==> src/rtl/ysyx_210544_mem_stage.sv <==
// Memory-access pipeline stage: one load/store per instruction over a req/ready
// data port, with lane-shifted store data/mask and aligned, extended load data.
module ysyx_210544_mem_stage (
    input  logic        clk,
    input  logic        rst,
    input  logic        i_mem_executed_req,
    output logic        o_mem_executed_ack,
    output logic        o_mem_memoryed_req,
    input  logic        i_mem_memoryed_ack,
    input  logic [63:0] i_mem_pc,
    input  logic [31:0] i_mem_inst,
    input  logic [4:0]  i_mem_rd,
    input  logic        i_mem_rd_wen,
    input  logic [63:0] i_mem_rd_wdata,
    input  logic        i_mem_ren,
    input  logic        i_mem_wen,
    input  logic [2:0]  i_mem_funct3,
    input  logic [63:0] i_mem_addr,
    input  logic [63:0] i_mem_wdata,
    input  logic        i_mem_skipcmt,
    input  logic [31:0] i_mem_intrNo,
    output logic [63:0] o_mem_pc,
    output logic [31:0] o_mem_inst,
    output logic [4:0]  o_mem_rd,
    output logic        o_mem_rd_wen,
    output logic [63:0] o_mem_rd_wdata,
    output logic        o_mem_skipcmt,
    output logic [31:0] o_mem_intrNo,
    output logic        o_dmem_req,
    output logic        o_dmem_wen,
    output logic [63:0] o_dmem_addr,
    output logic [63:0] o_dmem_wdata,
    output logic [7:0]  o_dmem_wmask,
    output logic [1:0]  o_dmem_size,
    input  logic [63:0] i_dmem_rdata,
    input  logic        i_dmem_ready
);

    typedef enum logic [1:0] {IDLE, ACCESS, DONE} state_t;

    state_t state, state_next;

    logic [63:0] pc_r;
    logic [31:0] inst_r;
    logic [4:0]  rd_r;
    logic        rd_wen_r;
    logic [63:0] rd_wdata_r;
    logic        ren_r;
    logic        wen_r;
    logic [2:0]  funct3_r;
    logic [63:0] addr_r;
    logic [63:0] wdata_r;
    logic        skipcmt_r;
    logic [31:0] intrno_r;
    logic [63:0] load_r;

    logic [2:0]  off;
    logic [7:0]  mask_base;
    logic [15:0] mask_wide;
    logic [63:0] raw;
    logic [63:0] load_ext;
    logic        is_load;

    assign off     = addr_r[2:0];
    assign is_load = ren_r & ~wen_r;

    always_comb begin
        mask_base = 8'h01;
        case (funct3_r[1:0])
            2'b00: mask_base = 8'h01;
            2'b01: mask_base = 8'h03;
            2'b10: mask_base = 8'h0F;
            2'b11: mask_base = 8'hFF;
            default: mask_base = 8'h01;
        endcase
        // widened so lanes shifted past byte 7 fall off instead of wrapping
        mask_wide = {8'h00, mask_base} << off;
    end

    always_comb begin
        raw      = i_dmem_rdata >> {off, 3'b000};
        load_ext = raw;
        case (funct3_r)
            3'b000:  load_ext = {{56{raw[7]}},  raw[7:0]};
            3'b001:  load_ext = {{48{raw[15]}}, raw[15:0]};
            3'b010:  load_ext = {{32{raw[31]}}, raw[31:0]};
            3'b100:  load_ext = {56'd0, raw[7:0]};
            3'b101:  load_ext = {48'd0, raw[15:0]};
            3'b110:  load_ext = {32'd0, raw[31:0]};
            default: load_ext = raw;
        endcase
    end

    always_ff @(posedge clk or negedge rst) begin
        if (!rst) begin
            state <= IDLE;
        end else begin
            state <= state_next;
        end
    end

    always_comb begin
        state_next = state;
        case (state)
            IDLE:    if (i_mem_executed_req) state_next = (i_mem_ren | i_mem_wen) ? ACCESS : DONE;
            ACCESS:  if (i_dmem_ready)       state_next = DONE;
            DONE:    if (i_mem_memoryed_ack) state_next = IDLE;
            default: state_next = IDLE;
        endcase
    end

    always_ff @(posedge clk or negedge rst) begin
        if (!rst) begin
            pc_r       <= '0;
            inst_r     <= '0;
            rd_r       <= '0;
            rd_wen_r   <= 1'b0;
            rd_wdata_r <= '0;
            ren_r      <= 1'b0;
            wen_r      <= 1'b0;
            funct3_r   <= '0;
            addr_r     <= '0;
            wdata_r    <= '0;
            skipcmt_r  <= 1'b0;
            intrno_r   <= '0;
            load_r     <= '0;
        end else begin
            if (state == IDLE && i_mem_executed_req) begin
                pc_r       <= i_mem_pc;
                inst_r     <= i_mem_inst;
                rd_r       <= i_mem_rd;
                rd_wen_r   <= i_mem_rd_wen;
                rd_wdata_r <= i_mem_rd_wdata;
                ren_r      <= i_mem_ren;
                wen_r      <= i_mem_wen;
                funct3_r   <= i_mem_funct3;
                addr_r     <= i_mem_addr;
                wdata_r    <= i_mem_wdata;
                skipcmt_r  <= i_mem_skipcmt;
                intrno_r   <= i_mem_intrNo;
            end
            if (state == ACCESS && i_dmem_ready) begin
                load_r <= load_ext;
            end
        end
    end

    always_comb begin
        o_mem_executed_ack = (state == IDLE);
        o_dmem_req         = (state == ACCESS);
        o_dmem_wen         = wen_r;
        o_dmem_addr        = {addr_r[63:3], 3'b000};
        o_dmem_wdata       = wdata_r << {off, 3'b000};
        o_dmem_wmask       = mask_wide[7:0];
        o_dmem_size        = funct3_r[1:0];
        o_mem_memoryed_req = 1'b0;
        o_mem_pc           = '0;
        o_mem_inst         = '0;
        o_mem_rd           = '0;
        o_mem_rd_wen       = 1'b0;
        o_mem_rd_wdata     = '0;
        o_mem_skipcmt      = 1'b0;
        o_mem_intrNo       = '0;
        if (state == DONE) begin
            o_mem_memoryed_req = 1'b1;
            o_mem_pc           = pc_r;
            o_mem_inst         = inst_r;
            o_mem_rd           = rd_r;
            o_mem_rd_wen       = rd_wen_r;
            o_mem_rd_wdata     = is_load ? load_r : rd_wdata_r;
            o_mem_skipcmt      = skipcmt_r;
            o_mem_intrNo       = intrno_r;
        end
    end

endmodule

==> config.mk <==
export PLATFORM = sky130hd
export DESIGN_NAME = ysyx_210544_mem_stage
export DESIGN_NICKNAME = d
export VERILOG_FILES = /design/src/rtl/ysyx_210544_mem_stage.sv
export SDC_FILE = /design/constraint.sdc
export NUM_CORES = 1
export LEC_CHECK = 0
export CORE_AREA = 2 2 288 290
export CTS_CLUSTER_DIAMETER = 120
export DETAILED_ROUTE_END_ITERATION = 8
export DIE_AREA = 0 0 290 292
export GPL_ROUTABILITY_DRIVEN = 1
export GPL_TIMING_DRIVEN = 0
export PLACE_DENSITY_LB_ADDON = 0.2
export SLEW_MARGIN = 10
export SYNTH_ARGS = -nofsm -noshare
export SYNTH_HDL_FRONTEND = slang
export SYNTH_SLANG_ARGS = --single-unit
==> constraint.sdc <==
create_clock -name clk -period 4.4 [get_ports clk]
set_input_delay 0.88 -clock clk [delete_from_list [all_inputs] [get_ports clk]]
set_output_delay 0.88 -clock clk [all_outputs]
set_load 0.02 [all_outputs]
==> summary.md <==
| Metric | Value |
|---|---|
| First-pass iteration count of the detailed router | 5 |
| Die area | 0.0847 sq mm |
| Crit path max-delay family | buffers and inverters |
| Post-synthesis simple-gate area fraction | 0.117 |
| Placed cell areas | 0.0300 sq mm |
| Most frequent cell after synthesis | dfrtp_1 |
| Clock Pin Slew Worst Setup and Hold Paths | 0.06 ns |
| Worst EP required | 3.52 ns |
| Area leader, netlist | dfrtp_1 |
| DP Wirelength | 77.0 mm |
| Wire length per cell | 25.0 um |
| I/O Buffers | 738 |
| Critical path type | reg2out |
| Syn-to-layout area delta | 50.4% |
| Outcome | finished clean |
| Setup-failing EPs final | 0 |
| DR vias/cell | 4.76 |
| FMAX | 232 MHz |
| Final Util | 0.390 |
| Starting Density | 0.259 |
| Worst-Skew Late Latency | 0.60 ns |
| Setup Skew | 0.0206 ns |
| Worst Tran Pin Value | 0.956 ns |
| TritonCTS buffer count | 51 |
| Vias in the first global route | 19100 |
| Final-report max-slew violation count | 0 |
| Total number of vias | 18100 |
| CTS tree | yes |
| Leakage power | 12.9 nW |
| Comb power frac | 0.574 |
| Layout cells sized above 1 | 0.247 |
| Unique cell type count in the Yosys netlist | 56 |
| Slowest CP cell | clkdlybuf4s50_1 |
| Switching share of total power | 0.423 |
| Multi-input logic area | 0.0100 sq mm |
| Top-area cell type share of the netlist area | 0.471 |
| Maximum number of pins on one net before global-route repair | 107 |
| Adder-cell area share of the yosys netlist | 0 |
| Seq pwr share | 0.264 |
| CTS Buffer Depth | 3 |
| Top post-synthesis cells by area | dfrtp_1, mux2_2, mux2i_1 |
| Cell Area, Synth | 0.0212 sq mm |
| Drt total wl | 95.3 mm |
| Residual DRC count | 0 |
| Nets | 3091 |
| Remaining global-route overflow | 0 |
| Synth Flop Type | dfrtp_1 |
| Synth cell count leaders | dfrtp_1, mux2_2, nand2_1, and2_1, mux2i_1 |
| Core area | 0.0816 sq mm |
| Fillcell total | 8011 |
| Critical Path AT | 3.44 ns |
| # rows | 105 |
| Clock power share | 0.162 |
| Depth of the CTS H-tree | 2 |
| Crit. End Element | primary output |
| Post-route setup TNS | 0 ns |
| Initial antenna violation count | 31 |
| Relative slew slack | 0.363 |
| Switch Pwr | 0.0111 W |
| Max stage delay on crit path | 0.60 ns |
| Final Critical Period | 4.32 ns |
| Max-cap viol count | 0 |
| YS warnings | 0 |
| P per Cell Area | 822 mW/mm^2 |
| Largest family of logic cells by synthesized area | multiplexers |
| Final Hold Viols | 0 |
| DR iter-0 viols | 1174 |
| Register area share after synthesis | 0.471 |
| Final period util | 0.981 |
| Final instance area | 0.0318 sq mm |
| HP Class | in2async |
| Synthesis-stage register bit count | 398 |
| Unrepaired setup endpoints after global routing | no |
| VDD IR max | 0.000599 V |
| CP bufs+invs | 4 |
| Top Ports | 742 |
| Tot Pwr | 0.0262 W |
| Gp weighted congestion | 0.920 |
| Avg Cell Area, Syn | 11.2 sq um |
| First-pass GRT wire length | 136 mm |
| Internal Power | 0.0151 W |
| EDFF count, synth | 0 |
| Synth Area in Compound Gates | 0.0880 |
| Mux share of post-synthesis cell area | 0.266 |
| Die height | 292 um |
| Total track usage | 0.219 |
| Remaining antenna violation count | 0 |
| Die X-Extent | 290 um |
| CTS Sinks | 398 |
| Synth Area in XOR/XNOR | 0 |
| CTS root buf | clkbuf_16 |
| Crit path max fanout | 10 |
| Cells along the critical path | buf_6 > buf_4 > buf_4 > mux2i_1 > nor2_1 > a21oi_1 > mux2i_1 > clkdlybuf4s50_1 |
| Asr flop ratio synth | 1.00 |
| Critical Path Source Type | register |
| Mapped Cells | 1895 |
| Reg area | 0.00996 sq mm |
-- path summary, 6_finish.rpt --
kind	startpoint	endpoint	slack (ns)	cells past startpoint
max	addr_r[1]	o_dmem_wdata[52]	0.08	8
min	rst	addr_r[16]	0.14	1
max reg2reg	state[1]	rd_wdata_r[28]	1.76	6
min reg2reg	load_r[4]	load_r[4]	0.49	2
max in group asynchronous	rst	rd_wdata_r[10]	2.52	4
min in group clk	load_r[4]	load_r[4]	0.49	2
-- state kept, by name, summed over array words and instances (netlist names), 5 cells and up --
register	count
addr_r	64
inst_r	32
intrno_r	32
load_r	64
pc_r	64
rd_r	5
rd_wdata_r	64
wdata_r	64
-- metrics by stage --
step                std cells  hold WS [ns]  worst slack, ns
finish                   3812         0.139           0.0816
global route             3806         0.120          0.00290
CTS                      3799        0.0944          0.00185
detailed placement       3710         0.476            0.402
global placement         3705         0.474           -15.95
floorplan                1897         0.443             1.47
-- kinds of logic after synthesis --
family | Yosys count
other | 1
buffers and inverters | 219
AO/OA/AOI/OAI | 269
AND/OR/NAND/NOR | 516
multiplexers | 492
flip-flops | 398
-- layout by cell type, fill, tap and decap left out, types with 3 or more instances in the layout --
cell type / Yosys / routed
clkbuf_4: 0 / 6
and2_1: 146 / 146
conb_1: 1 / 3
clkbuf_2: 1 / 8
clkbuf_1: 52 / 51
buf_1: 19 / 15
o21ai_1: 0 / 4
mux4_2: 20 / 20
buf_2: 64 / 60
o21ai_0: 42 / 38
buf_6: 6 / 7
a211oi_2: 1 / 5
buf_4: 74 / 75
a32oi_1: 6 / 6
dfrtp_1: 398 / 398
nand2_1: 209 / 209
o22a_1: 8 / 8
a211oi_1: 17 / 13
nor2_1: 110 / 110
clkinv_2: 0 / 8
a31oi_2: 29 / 29
clkdlybuf4s50_1: 0 / 737
clkbuf_8: 0 / 15
nand3b_1: 6 / 6
nand2b_1: 4 / 4
diode_2: 0 / 14
bufinv_16: 0 / 3
a211o_1: 6 / 6
a21oi_1: 103 / 103
clkinv_4: 0 / 3
mux2_2: 360 / 360
clkbuf_16: 0 / 51
o2bb2ai_1: 7 / 7
buf_16: 0 / 4
mux2i_1: 111 / 109
a31oi_1: 18 / 18
nor2b_1: 25 / 25
o22ai_1: 19 / 19
-- timing repair --
action | in CTS | in global routing
hold buffers | 0 | 0
buffers inserted | 0 | 0
endpoints found under the setup margin | 30 | 27
gates resized for setup | 16 | 18
pin swaps | 0 | 0
-- power by group through the flow --
| stage | Combinational (W) | Sequential, W | Clock, W |
|---|---|---|---|
| after global routing | 0.0159 | 0.00714 | 0.00453 |
| after CTS | 0.0151 | 0.00691 | 0.00438 |
| after floorplan | 0.00901 | 0.00635 | 0 |
| final | 0.0150 | 0.00690 | 0.00424 |
| after detailed placement | 0.0150 | 0.00697 | 0 |
| after global placement | 0.0149 | 0.00692 | 0 |
-- layout make-up --
class                           instances  area share
Antenna cell                           14     0.00110
Buffer                                213      0.0389
Clock buffer                           74      0.0475
Clock inverter                         17     0.00606
Inverter                                3    0.000354
Multi-Input combinational cell       1280       0.315
Sequential cell                       398       0.313
Tap cell                             1070      0.0421
Timing Repair Buffer                  743       0.236
-- metal layers --
layer  GRT usage  routed length (um)  vias up
met1       0.262               37900     9018
met3      0.0645                7510      157
met4      0.0591                2530       36
met2       0.382               47100      729
li1            -                   -     8187
met5           0                 219        -
Note: power is estimated with default switching activity, not from simulation.
